## src/rtl/mem_preload_writer_pkg.sv

```systemverilog
// ----------------------------------------------------------------------------
// mem_preload_pkg : shared state encoding and memory-port codes for the loader
// Rev 1.0
// ----------------------------------------------------------------------------
`default_nettype none

package mem_preload_pkg;

    typedef enum logic [2:0] {
        ST_IDLE    = 3'd0,
        ST_COLLECT = 3'd1,
        ST_WRITE   = 3'd2,
        ST_VERIFY  = 3'd3,
        ST_CHECK   = 3'd4,
        ST_DONE    = 3'd5
    } state_t;

    localparam logic [1:0] SIZE_BYTE = 2'b00;
    localparam logic [1:0] SIZE_HALF = 2'b01;
    localparam logic [1:0] SIZE_WORD = 2'b10;

    localparam logic RW_WRITE = 1'b1;
    localparam logic RW_READ  = 1'b0;

endpackage

`default_nettype wire

```

## src/rtl/mem_preload_writer_if.sv

```systemverilog
// ----------------------------------------------------------------------------
// mem_preload_if : control, byte stream, memory port and status bundle
// Rev 1.0
// ----------------------------------------------------------------------------
`default_nettype none

interface mem_preload_if #(
    parameter int ADDR_W = 9,
    parameter int LEN_W  = 10
);
    logic              start;
    logic [ADDR_W-1:0] base_addr;
    logic [LEN_W-1:0]  length;
    logic              verify_en;

    logic              in_valid;
    logic [7:0]        in_data;
    logic              in_ready;

    logic              mem_enable;
    logic              mem_read_write;
    logic [1:0]        mem_size;
    logic              mem_sign_extend;
    logic [ADDR_W-1:0] mem_address;
    logic [31:0]       mem_data_in;
    logic [31:0]       mem_data_out;

    logic              busy;
    logic              done;
    logic              error;
    logic [LEN_W-1:0]  bytes_written;

    modport slave (
        input  start, base_addr, length, verify_en,
        input  in_valid, in_data,
        output in_ready,
        output mem_enable, mem_read_write, mem_size, mem_sign_extend,
        output mem_address, mem_data_in,
        input  mem_data_out,
        output busy, done, error, bytes_written
    );

    modport master (
        output start, base_addr, length, verify_en,
        output in_valid, in_data,
        input  in_ready,
        input  mem_enable, mem_read_write, mem_size, mem_sign_extend,
        input  mem_address, mem_data_in,
        output mem_data_out,
        input  busy, done, error, bytes_written
    );

endinterface

`default_nettype wire

```

## src/rtl/mem_preload_writer_pack.sv

```systemverilog
// ----------------------------------------------------------------------------
// mem_preload_pack : 32-bit big-endian byte packer with fill counter
// Rev 1.0
// ----------------------------------------------------------------------------
`default_nettype none

module mem_preload_pack (
    input  logic        clk,
    input  logic        reset,
    input  logic        clear_i,
    input  logic        shift_i,
    input  logic [7:0]  byte_i,
    output logic [31:0] word_o,
    output logic [2:0]  fill_o
);

    logic [31:0] word_q;
    logic [2:0]  fill_q;

    // First byte ends up in [31:24] after four shifts; a lone byte sits in [7:0].
    always_ff @(posedge clk or posedge reset) begin
        if (reset) begin
            word_q <= 32'h0;
            fill_q <= 3'd0;
        end else if (clear_i) begin
            word_q <= 32'h0;
            fill_q <= 3'd0;
        end else if (shift_i) begin
            word_q <= {word_q[23:0], byte_i};
            fill_q <= fill_q + 3'd1;
        end
    end

    assign word_o = word_q;
    assign fill_o = fill_q;

endmodule

`default_nettype wire

```

## src/rtl/mem_preload_writer.sv

```systemverilog
// ----------------------------------------------------------------------------
// mem_preload_writer : streams bytes into memory as word/byte writes, with an
//                      optional read-back checksum pass. Rev 1.0
// ----------------------------------------------------------------------------
`default_nettype none

module mem_preload_writer
    import mem_preload_pkg::*;
#(
    parameter int ADDR_W = 9,
    parameter int LEN_W  = 10
) (
    input  logic           clk,
    input  logic           reset,
    mem_preload_if.slave   bus
);

    localparam logic [LEN_W-1:0] MAX_LEN = LEN_W'(1 << ADDR_W);

    state_t            state_q, state_d;
    logic [ADDR_W-1:0] ptr_q, ptr_d;
    logic [ADDR_W-1:0] base_q, base_d;
    logic [LEN_W-1:0]  rem_q, rem_d;
    logic [LEN_W-1:0]  len_q, len_d;
    logic [LEN_W-1:0]  bw_q, bw_d;
    logic              verify_q, verify_d;
    logic [7:0]        sum_wr_q, sum_wr_d;
    logic [7:0]        sum_rd_q, sum_rd_d;
    logic              error_q, error_d;

    // Memory-port values are held between accesses
    logic [ADDR_W-1:0] addr_q;
    logic [31:0]       wdata_q;
    logic [1:0]        size_q;
    logic              rw_q;

    logic              w_mem_en;
    logic              w_mem_rw;
    logic [1:0]        w_mem_size;
    logic [ADDR_W-1:0] w_mem_addr;
    logic [31:0]       w_mem_wdata;
    logic              w_in_ready;
    logic              w_done;
    logic              w_accept;
    logic              w_word_path;
    logic [LEN_W-1:0]  w_step;
    logic              w_pack_clear;
    logic [31:0]       w_pack_word;
    logic [2:0]        w_pack_fill;
    logic              w_unused_rdata;

    assign w_accept       = (state_q == ST_COLLECT) && bus.in_valid;
    assign w_word_path    = (ptr_q[1:0] == 2'b00) && (rem_q >= LEN_W'(4));
    assign w_step         = w_word_path ? LEN_W'(4) : LEN_W'(1);
    assign w_unused_rdata = ^bus.mem_data_out[31:8];

    mem_preload_pack u_pack (
        .clk     (clk),
        .reset   (reset),
        .clear_i (w_pack_clear),
        .shift_i (w_accept),
        .byte_i  (bus.in_data),
        .word_o  (w_pack_word),
        .fill_o  (w_pack_fill)
    );

    always_ff @(posedge clk or posedge reset) begin
        if (reset) begin
            state_q  <= ST_IDLE;
            ptr_q    <= '0;
            base_q   <= '0;
            rem_q    <= '0;
            len_q    <= '0;
            bw_q     <= '0;
            verify_q <= 1'b0;
            sum_wr_q <= 8'h0;
            sum_rd_q <= 8'h0;
            error_q  <= 1'b0;
            addr_q   <= '0;
            wdata_q  <= 32'h0;
            size_q   <= SIZE_BYTE;
            rw_q     <= RW_READ;
        end else begin
            state_q  <= state_d;
            ptr_q    <= ptr_d;
            base_q   <= base_d;
            rem_q    <= rem_d;
            len_q    <= len_d;
            bw_q     <= bw_d;
            verify_q <= verify_d;
            sum_wr_q <= sum_wr_d;
            sum_rd_q <= sum_rd_d;
            error_q  <= error_d;
            addr_q   <= w_mem_addr;
            wdata_q  <= w_mem_wdata;
            size_q   <= w_mem_size;
            rw_q     <= w_mem_rw;
        end
    end

    always_comb begin
        state_d      = state_q;
        ptr_d        = ptr_q;
        base_d       = base_q;
        rem_d        = rem_q;
        len_d        = len_q;
        bw_d         = bw_q;
        verify_d     = verify_q;
        sum_wr_d     = sum_wr_q;
        sum_rd_d     = sum_rd_q;
        error_d      = error_q;
        w_mem_en     = 1'b0;
        w_mem_rw     = rw_q;
        w_mem_size   = size_q;
        w_mem_addr   = addr_q;
        w_mem_wdata  = wdata_q;
        w_in_ready   = 1'b0;
        w_done       = 1'b0;
        w_pack_clear = 1'b0;

        case (state_q)
            ST_IDLE: begin
                if (bus.start) begin
                    error_d      = 1'b0;
                    bw_d         = '0;
                    sum_wr_d     = 8'h0;
                    sum_rd_d     = 8'h0;
                    base_d       = bus.base_addr;
                    len_d        = bus.length;
                    verify_d     = bus.verify_en;
                    ptr_d        = bus.base_addr;
                    rem_d        = bus.length;
                    w_pack_clear = 1'b1;
                    if (bus.length > MAX_LEN) begin
                        error_d = 1'b1;
                    end else if (bus.length == '0) begin
                        state_d = ST_DONE;
                    end else begin
                        state_d = ST_COLLECT;
                    end
                end
            end

            ST_COLLECT: begin
                w_in_ready = 1'b1;
                if (bus.in_valid) begin
                    sum_wr_d = sum_wr_q + bus.in_data;
                    if (!w_word_path || (w_pack_fill == 3'd3)) begin
                        state_d = ST_WRITE;
                    end
                end
            end

            ST_WRITE: begin
                w_mem_en     = 1'b1;
                w_mem_rw     = RW_WRITE;
                w_mem_size   = w_word_path ? SIZE_WORD : SIZE_BYTE;
                w_mem_addr   = ptr_q;
                w_mem_wdata  = w_pack_word;
                w_pack_clear = 1'b1;
                ptr_d        = ptr_q + ADDR_W'(w_step);
                rem_d        = rem_q - w_step;
                bw_d         = bw_q + w_step;
                if (rem_q != w_step) begin
                    state_d = ST_COLLECT;
                end else if (verify_q) begin
                    state_d = ST_VERIFY;
                    ptr_d   = base_q;
                    rem_d   = len_q;
                end else begin
                    state_d = ST_DONE;
                end
            end

            ST_VERIFY: begin
                w_mem_en   = 1'b1;
                w_mem_rw   = RW_READ;
                w_mem_size = SIZE_BYTE;
                w_mem_addr = ptr_q;
                sum_rd_d   = sum_rd_q + bus.mem_data_out[7:0];
                ptr_d      = ptr_q + ADDR_W'(1);
                rem_d      = rem_q - LEN_W'(1);
                if (rem_q == LEN_W'(1)) begin
                    state_d = ST_CHECK;
                end
            end

            ST_CHECK: begin
                if (sum_rd_q == sum_wr_q) begin
                    state_d = ST_DONE;
                end else begin
                    error_d = 1'b1;
                    state_d = ST_IDLE;
                end
            end

            ST_DONE: begin
                w_done  = 1'b1;
                state_d = ST_IDLE;
            end

            default: state_d = ST_IDLE;
        endcase
    end

    assign bus.in_ready        = w_in_ready;
    assign bus.mem_enable      = w_mem_en;
    assign bus.mem_read_write  = w_mem_rw;
    assign bus.mem_size        = w_mem_size;
    assign bus.mem_sign_extend = 1'b0;
    assign bus.mem_address     = w_mem_addr;
    assign bus.mem_data_in     = w_mem_wdata;
    assign bus.busy            = (state_q == ST_COLLECT) || (state_q == ST_WRITE) ||
                                 (state_q == ST_VERIFY)  || (state_q == ST_CHECK);
    assign bus.done            = w_done;
    assign bus.error           = error_q;
    assign bus.bytes_written   = bw_q;

endmodule

`default_nettype wire

```

## src/flat_wrapper.sv

```systemverilog
// flat-port wrapper written by rule: the top's interface ports become plain ports
module mem_preload_writer_flat import mem_preload_pkg::*;
#(
    parameter int ADDR_W = 9,
    parameter int LEN_W  = 10
)
  (clk, reset, bus_start, bus_base_addr, bus_length, bus_verify_en, bus_in_valid, bus_in_data, bus_in_ready, bus_mem_enable, bus_mem_read_write, bus_mem_size, bus_mem_sign_extend, bus_mem_address, bus_mem_data_in, bus_mem_data_out, bus_busy, bus_done, bus_error, bus_bytes_written);
  mem_preload_if #(.ADDR_W(ADDR_W), .LEN_W(LEN_W)) bus_i ();
  input  logic clk;
  input  logic reset;
  input wire logic [$bits(bus_i.start)-1:0] bus_start;
  input wire logic [$bits(bus_i.base_addr)-1:0] bus_base_addr;
  input wire logic [$bits(bus_i.length)-1:0] bus_length;
  input wire logic [$bits(bus_i.verify_en)-1:0] bus_verify_en;
  input wire logic [$bits(bus_i.in_valid)-1:0] bus_in_valid;
  input wire logic [$bits(bus_i.in_data)-1:0] bus_in_data;
  output wire logic [$bits(bus_i.in_ready)-1:0] bus_in_ready;
  output wire logic [$bits(bus_i.mem_enable)-1:0] bus_mem_enable;
  output wire logic [$bits(bus_i.mem_read_write)-1:0] bus_mem_read_write;
  output wire logic [$bits(bus_i.mem_size)-1:0] bus_mem_size;
  output wire logic [$bits(bus_i.mem_sign_extend)-1:0] bus_mem_sign_extend;
  output wire logic [$bits(bus_i.mem_address)-1:0] bus_mem_address;
  output wire logic [$bits(bus_i.mem_data_in)-1:0] bus_mem_data_in;
  input wire logic [$bits(bus_i.mem_data_out)-1:0] bus_mem_data_out;
  output wire logic [$bits(bus_i.busy)-1:0] bus_busy;
  output wire logic [$bits(bus_i.done)-1:0] bus_done;
  output wire logic [$bits(bus_i.error)-1:0] bus_error;
  output wire logic [$bits(bus_i.bytes_written)-1:0] bus_bytes_written;
  assign bus_i.start = bus_start;
  assign bus_i.base_addr = bus_base_addr;
  assign bus_i.length = bus_length;
  assign bus_i.verify_en = bus_verify_en;
  assign bus_i.in_valid = bus_in_valid;
  assign bus_i.in_data = bus_in_data;
  assign bus_in_ready = bus_i.in_ready;
  assign bus_mem_enable = bus_i.mem_enable;
  assign bus_mem_read_write = bus_i.mem_read_write;
  assign bus_mem_size = bus_i.mem_size;
  assign bus_mem_sign_extend = bus_i.mem_sign_extend;
  assign bus_mem_address = bus_i.mem_address;
  assign bus_mem_data_in = bus_i.mem_data_in;
  assign bus_i.mem_data_out = bus_mem_data_out;
  assign bus_busy = bus_i.busy;
  assign bus_done = bus_i.done;
  assign bus_error = bus_i.error;
  assign bus_bytes_written = bus_i.bytes_written;
  mem_preload_writer #(.ADDR_W(ADDR_W), .LEN_W(LEN_W)) u_core (.clk(clk), .reset(reset), .bus(bus_i));
endmodule
```

## config.mk

```make
export PLATFORM = sky130hd
export DESIGN_NAME = mem_preload_writer_flat
export DESIGN_NICKNAME = d
export VERILOG_FILES = /design/src/rtl/mem_preload_writer_pkg.sv /design/src/rtl/mem_preload_writer_if.sv /design/src/rtl/mem_preload_writer_pack.sv /design/src/rtl/mem_preload_writer.sv /design/src/flat_wrapper.sv
export SDC_FILE = /design/constraint.sdc
export NUM_CORES = 1
export LEC_CHECK = 0
export ABC_AREA = 1
export CAP_MARGIN = 20
export CORE_MARGIN = 2
export CORE_UTILIZATION = 55
export DETAILED_ROUTE_END_ITERATION = 10
export DONT_BUFFER_PORTS = 1
export PLACE_DENSITY_LB_ADDON = 0.3
export SLEW_MARGIN = 20
export SYNTH_ARGS = -nofsm -noshare
export SYNTH_HDL_FRONTEND = slang
export SYNTH_SLANG_ARGS = --single-unit
```

## constraint.sdc

```tcl
create_clock -name clk -period 12.1 [get_ports clk]
set_input_delay 1.815 -clock clk [delete_from_list [all_inputs] [get_ports clk]]
set_output_delay 1.815 -clock clk [all_outputs]
set_load 0.02 [all_outputs]
```

Word level (Yosys, flattened, before mapping)
Cells that the tools add are included.
- register bits: 148
- latch bits: 0
- memory bits (writable): 0
- memory bits (read-only): 0
- input port bits: 64
- output and inout bits: 60
- word-level logic and storage cells: 108
- memories: 0
- $add $sub $neg: 8
- multiply operators: 0
- div/mod/pow operators: 0
- order comparisons: 2
- equality and inequality tests: 15
- shift operators: 0
- mux-type cells: 43
- bitwise logic cells: 0
- reduce and logical (&&, ||, !) cells: 24
- operator list (operator ; count):
    32-bit 2-to-1 mux ; 3
    10-bit 2-to-1 mux ; 4
    3-bit 2-to-1 mux ; 12
    9-bit 2-to-1 mux ; 4
    8-bit case mux with 2 select lines ; 2
    10-bit case mux with 3 select lines ; 1
    9-bit case mux with 3 select lines ; 1
    10-bit case mux with 2 select lines ; 1
    8-bit adder ; 2
    8-bit 2-to-1 mux ; 2
    3-bit case mux with 5 select lines ; 1
    10-bit adder ; 1
    10-bit by 1-bit == test with 1-bit output, second input constant ; 1
    10-bit by 3-bit >= comparator with 1-bit output, second input constant ; 1
    10-bit > comparator, second input constant ; 1
    10-bit logical NOT ; 1
    10-bit != test ; 1
    2-bit != test, second input constant ; 5
    2-bit nonzero test ; 5
    10-bit by 1-bit subtractor with 10-bit output, second input constant ; 1
    10-bit subtractor ; 1
    9-bit by 1-bit adder with 9-bit output, second input constant ; 1
    9-bit adder ; 1
    3-bit by 2-bit == test with 1-bit output, second input constant ; 3
    19 further kinds ; 36

Longest topological paths before layout
- depth in word-level cells: 7
- gate-level depth with buffers: 18
- depth with buffers taken out: 16

Modules after synthesis
A second synthesis with hierarchy kept.
- cells, all modules: 1056
- area total of the unflattened synthesis: 8096.5 um^2
- modules (own cells, without submodules) (module ; instances ; cells an instance ; area each (um^2) ; sequential area each (um^2)):
    mem_preload_writer ; 1 ; 900 ; 6668.9 ; 2827.7
    mem_preload_pack ; 1 ; 156 ; 1427.6 ; 875.8

Worst setup path before layout
No wires, ideal clock.
- path kind: reg2out
- from: reg u_core.state_q[2]
- to: out bus_mem_data_in[0]
- arrival: 1.693 ns
- required time: 10.285 ns
- path slack: 8.592 ns
- stages on the path, launching flop included: 6
- path buffers: 2
- cell sequence: dfrtp_1 -> nor2_8 -> nand2_8 -> buf_2 -> buf_2 -> o21ai_0
- word-level cells in the longest chain between the ends: 2
- RTL lines (element ; line ; text):
    start, declared ; mem_preload_writer.sv:20 ; state_t state_q, state_d;
    start signal, assigned ; mem_preload_writer.sv:84 ; state_q <= state_d;
    3-bit by 2-bit == test with 1-bit output ; mem_preload_writer.sv:121 ; case (state_q)
    32-bit 2-to-1 mux ; mem_preload_writer.sv:121 ;
    end, declared ; flat_wrapper.sv:23 ; output wire logic [$bits(bus_i.mem_data_in)-1:0] bus_mem_data_in;
No other way between the ends.

Worst setup path in the final report
- from: reg u_core.state_q[2]
- to: out bus_mem_data_in[2]
The elaborated chain is that of the path after synthesis.

==> summary.md <==
The post-route fraction of the period consumed by the critical path is 34.1%, and the mean post-synth cell area is 8.09 µm². The count of final setup violators was 0. The cell family contributing the most delay on the critical path is compound AO/OA/AOI/OAI gates.

The startpoint of the tightest hold check path was u_core.len_q[4]. The total count of hold-check failures in the final report is 0. The first detailed-routing pass took 5 iterations. In this run the worst setup path begins at u_core.state_q[2].

Once the clock tree was built, the resizer swapped 0 gates to a different size. After global routing the overflow that remains totals 0. The cell area after placement was 7930 µm²; the minimum period implied by the final worst setup slack was 4.13 ns. The reported net switching power came out at 1.03 mW.

The global routing stage identified its most utilized layer as met2. The synthesized netlist occupies a cell area of 7860 µm². For the pin with the worst max-slew slack, the measured transition is 0.870 ns. The slowest stage cell on the critical path was sky130_fd_sc_hd__o21ai_0.

The number of unique standard cell types used by synthesis is 41, and the combinational share of power is 42.0%. After synthesis, flip-flops and latches occupy 47.1% of the total area. The global placer's final weighted congestion is 0.936.

Net switching is 45.4% of the power. By area the synthesized netlist is led by sky130_fd_sc_hd__dfrtp_1 47%, sky130_fd_sc_hd__nand2_1 13%, sky130_fd_sc_hd__o21ai_0 5.9%. Of the post-synthesis cell area, the dominant cell type holds 47.1%. For met3 alone, demand over resource in global routing was 7.10%. By count the netlist is led by 266 x sky130_fd_sc_hd__nand2_1, 148 x sky130_fd_sc_hd__dfrtp_1, 118 x sky130_fd_sc_hd__inv_1.

In this run, synthesis produced a sequential element count of 148. For the number of buffers added to fix hold violations after cts, the log shows 0. The worst setup path is launched from a register. The post-detailed-route via-to-cell ratio came out at 5.46.

Across all layers, the routed design uses 6,309 vias. The run finished with clean final reports. Of all nets on the critical path, the largest fanout is 72. For this run, the share of the core covered by cells in the final layout is 61.0%. For the required time reported for the critical path endpoint, the log shows 10.28 ns. The share of synthesized flip-flops with an asynchronous set or reset is 100%, and the worst-case headroom to the max-slew limit is 41.4%. Walking the worst path, the cells encountered are nor2_8 > nand2_8 > o21ai_0.

For this design the static power due to leakage is 4.20 nW. Setup repair after global routing left no endpoint under its margin. The buffer count from post-CTS setup fixing is 0, and the number of enable flip-flop cells after synthesis is 0. For met1 alone, demand over resource in global routing was 33.7%. Summed over all failing endpoints, the final setup total negative slack is 0 ns.

For this run, the slowest stage of the critical path takes 0.79 ns. The path class of the lowest-slack min-delay path is reg -> reg. The run gives 30.4 mm as the wire length of the first global-routing pass.

The count of final max-slew check failures is 0, and the final cell count without fillers is 1,155. The post-synth net total is 1,067. The logs give 2 for the maximum buffer depth of the clock tree and 12.6 mm for the detailed placement HPWL. In the global route stage, overall resource usage came out at 26.0%. The most used flip-flop cell after synthesis is sky130_fd_sc_hd__dfrtp_1. The internal power of the cells totals 1.24 mW.

The I/O pin count was 124; the power per cell area was 268 nW/µm². Dividing the detail-routed wire length by the instance count gives 16.1 µm. In this run the core area contains 43 standard-cell rows. Sequential cells burn 35.3% of the power. Timing would allow up to 0.242 GHz.

The max capacitance violation total came out at 0. OpenSTA, run right after detailed placement, puts the worst setup slack at 8.38 ns. The maximum number of pins on one net before global-route repair was 83; the sum of routed wire length over all layers was 18.6 mm. The via count of the first global-routing pass was 6,121; the placeable core region was 13,900 µm². The count of buffers added on input and output ports is 0. During synthesis, Yosys emitted a total of 0 warnings.

CTS built an H-tree with a depth of 4. The tools report the initial DRC count as 458. For the clock sink count, the log shows 148. The reg-to-reg critical path startpoint is u_core.rem_q[3]. The worst setup path is captured at a primary output.

The largest total area in the synthesized netlist belongs to sky130_fd_sc_hd__dfrtp_1. The number of instances in the synthesized netlist was 971. For this configuration, the core starts out at a cell density of 56.4%.

The portion of total power attributed to the clock network was 22.7%. The tree is rooted in a sky130_fd_sc_hd__clkbuf_16. Measured along the x axis, the die boundary spans 124 µm.

The maximum resistive drop on vdd was 197 µV; the area overhead of the layout relative to synthesis was 8.22%. The final layout contains 1,058 nets. The fraction of final layout cells sized beyond drive strength 1 works out to 7.08%. The finished cells cover 8500 µm². The floorplan step set the die height to 124 µm. Once detail routing completed, the nets flagged for antenna violations numbered 0. TritonCTS created 17 clock buffers. Global routing consumed, on the met2 layer, 42.6% of the routing resources.

TritonCTS built the clock tree. Maximum clock skew at final layout: 0.0118 ns. The antenna diode instance count came out at 0. The clock reaches the later pin of the worst-skew pair after 0.44 ns.

The logs give 7.97 ns for the setup slack after layout and 0 for the final routed DRC violation total. The initial antenna violation count came out at 0. STA puts the critical path data arrival time at 2.31 ns. Among all cell types in the netlist, the one instantiated most often is sky130_fd_sc_hd__nand2_1.

Together, buffers and inverters on the worst path number 0. The worst setup path is of the reg -> out kind. Full die area: 15,300 µm². The number of filler instances in the final layout was 1,232; the number of cells in the design after placement was 1,123. Clock-pin slew was measured on the worst setup and hold paths at 0.06 ns.
-- state kept, by name (all words and copies together) (netlist names) --
| signal | flops |
|---|---|
| u_core.u_pack.word_o | 32 |
| u_core.wdata_q | 32 |
| u_core.bus.bytes_written | 10 |
| u_core.len_q | 10 |
| u_core.rem_q | 10 |
| u_core.addr_q | 9 |
| u_core.base_q | 9 |
| u_core.ptr_q | 9 |
| u_core.sum_rd_q | 8 |
| u_core.sum_wr_q | 8 |
| u_core.state_q | 3 |
| u_core.u_pack.fill_o | 3 |
| u_core.size_q | 2 |
| u_core.bus.error | 1 |
| u_core.rw_q | 1 |
| u_core.verify_q | 1 |
-- path summary, 6_finish.rpt --
kind | endpoint | slack, ns | depth (start not counted)
max in group asynchronous | u_core.bus.bytes_written[5] | 9.59 | 2
worst min register to register | u_core.len_q[4] | 0.49 | 2
worst max-delay path | bus_mem_data_in[2] | 7.97 | 3
worst max register to register | u_core.rem_q[4] | 9.03 | 16
worst min-delay path | u_core.len_q[4] | 0.49 | 2
min in group asynchronous | u_core.addr_q[7] | 1.33 | 1
-- per-stage QoR --
step           hold WS (ns)  total power, mW
2_1_floorplan         0.449             1.56
3_3_place_gp          0.464             1.73
3_5_place_dp          0.465             1.76
4_1_cts               0.483             2.28
5_1_grt               0.503             2.46
6_report              0.486             2.28
-- routing by layer --
metal	vias up	wire (µm)
li1	3133	-
met1	2977	8140
met2	169	9000
met3	30	1180
met4	0	318
met5	-	0
-- worst register-to-register path, delay by kind of cell, from the launching register on --
kind                       cells  cell delay [ns]
and+or+nand+nor               10             1.06
buffers and inverters          4             0.52
adders and majority gates      1             0.34
AOI/OAI and AO/OA              1             0.62
DFF                            1             0.47
-- placed cells by master, fill, tap and decap left out, types with 3 or more instances in the layout --
cell type                     n
sky130_fd_sc_hd__nand2_1    266
sky130_fd_sc_hd__dfrtp_1    148
sky130_fd_sc_hd__inv_1      117
sky130_fd_sc_hd__o21ai_0     93
sky130_fd_sc_hd__nor2_1      58
sky130_fd_sc_hd__nand3_1     52
sky130_fd_sc_hd__ha_1        30
sky130_fd_sc_hd__a21oi_1     29
sky130_fd_sc_hd__o22ai_1     28
sky130_fd_sc_hd__nand4_1     21
sky130_fd_sc_hd__clkbuf_16   17
sky130_fd_sc_hd__xor2_1      15
sky130_fd_sc_hd__nand2_2     13
sky130_fd_sc_hd__xnor2_1      9
sky130_fd_sc_hd__inv_2        8
sky130_fd_sc_hd__inv_6        8
sky130_fd_sc_hd__o21ai_1      7
sky130_fd_sc_hd__a22o_1       6
sky130_fd_sc_hd__o21a_1       5
sky130_fd_sc_hd__nand3b_1     4
sky130_fd_sc_hd__nor3_1       3
sky130_fd_sc_hd__or2_2        3
sky130_fd_sc_hd__o211ai_1     3
-- final cells by class --
| type | count | area [µm²] | share of cell area [%] |
|---|---|---|---|
| clock buffer | 18 | 429 | 5.05 |
| clock inverter | 14 | 138 | 1.62 |
| inverter | 128 | 490 | 5.77 |
| multi-input combinational | 665 | 3500 | 41.1 |
| sequential | 148 | 3700 | 43.6 |
| tap | 180 | 225 | 2.65 |
| timing repair buffer | 2 | 18.8 | 0.221 |
-- kinds of logic (layout without fill, tap and decap cells) --
logic type	after synthesis	after routing	share of synthesized area (%)
compound gates	179	179	12.6
xor+xnor	24	24	2.68
fa+ha+maj	32	32	5.29
buf+inv	158	162	8.34
flops	148	148	47.1
other cells	1	1	0.0477
simple gates	429	429	23.9
-- power by group through the flow --
stage / logic, mW / clock network (mW) / registers (mW)
2_1_floorplan: 0.790 / 0 / 0.771
5_1_grt: 1.09 / 0.545 / 0.823
3_5_place_dp: 0.951 / 0 / 0.808
6_report: 0.957 / 0.517 / 0.803
3_3_place_gp: 0.926 / 0 / 0.804
4_1_cts: 0.958 / 0.522 / 0.802
Power figures use the tool's default switching activity.
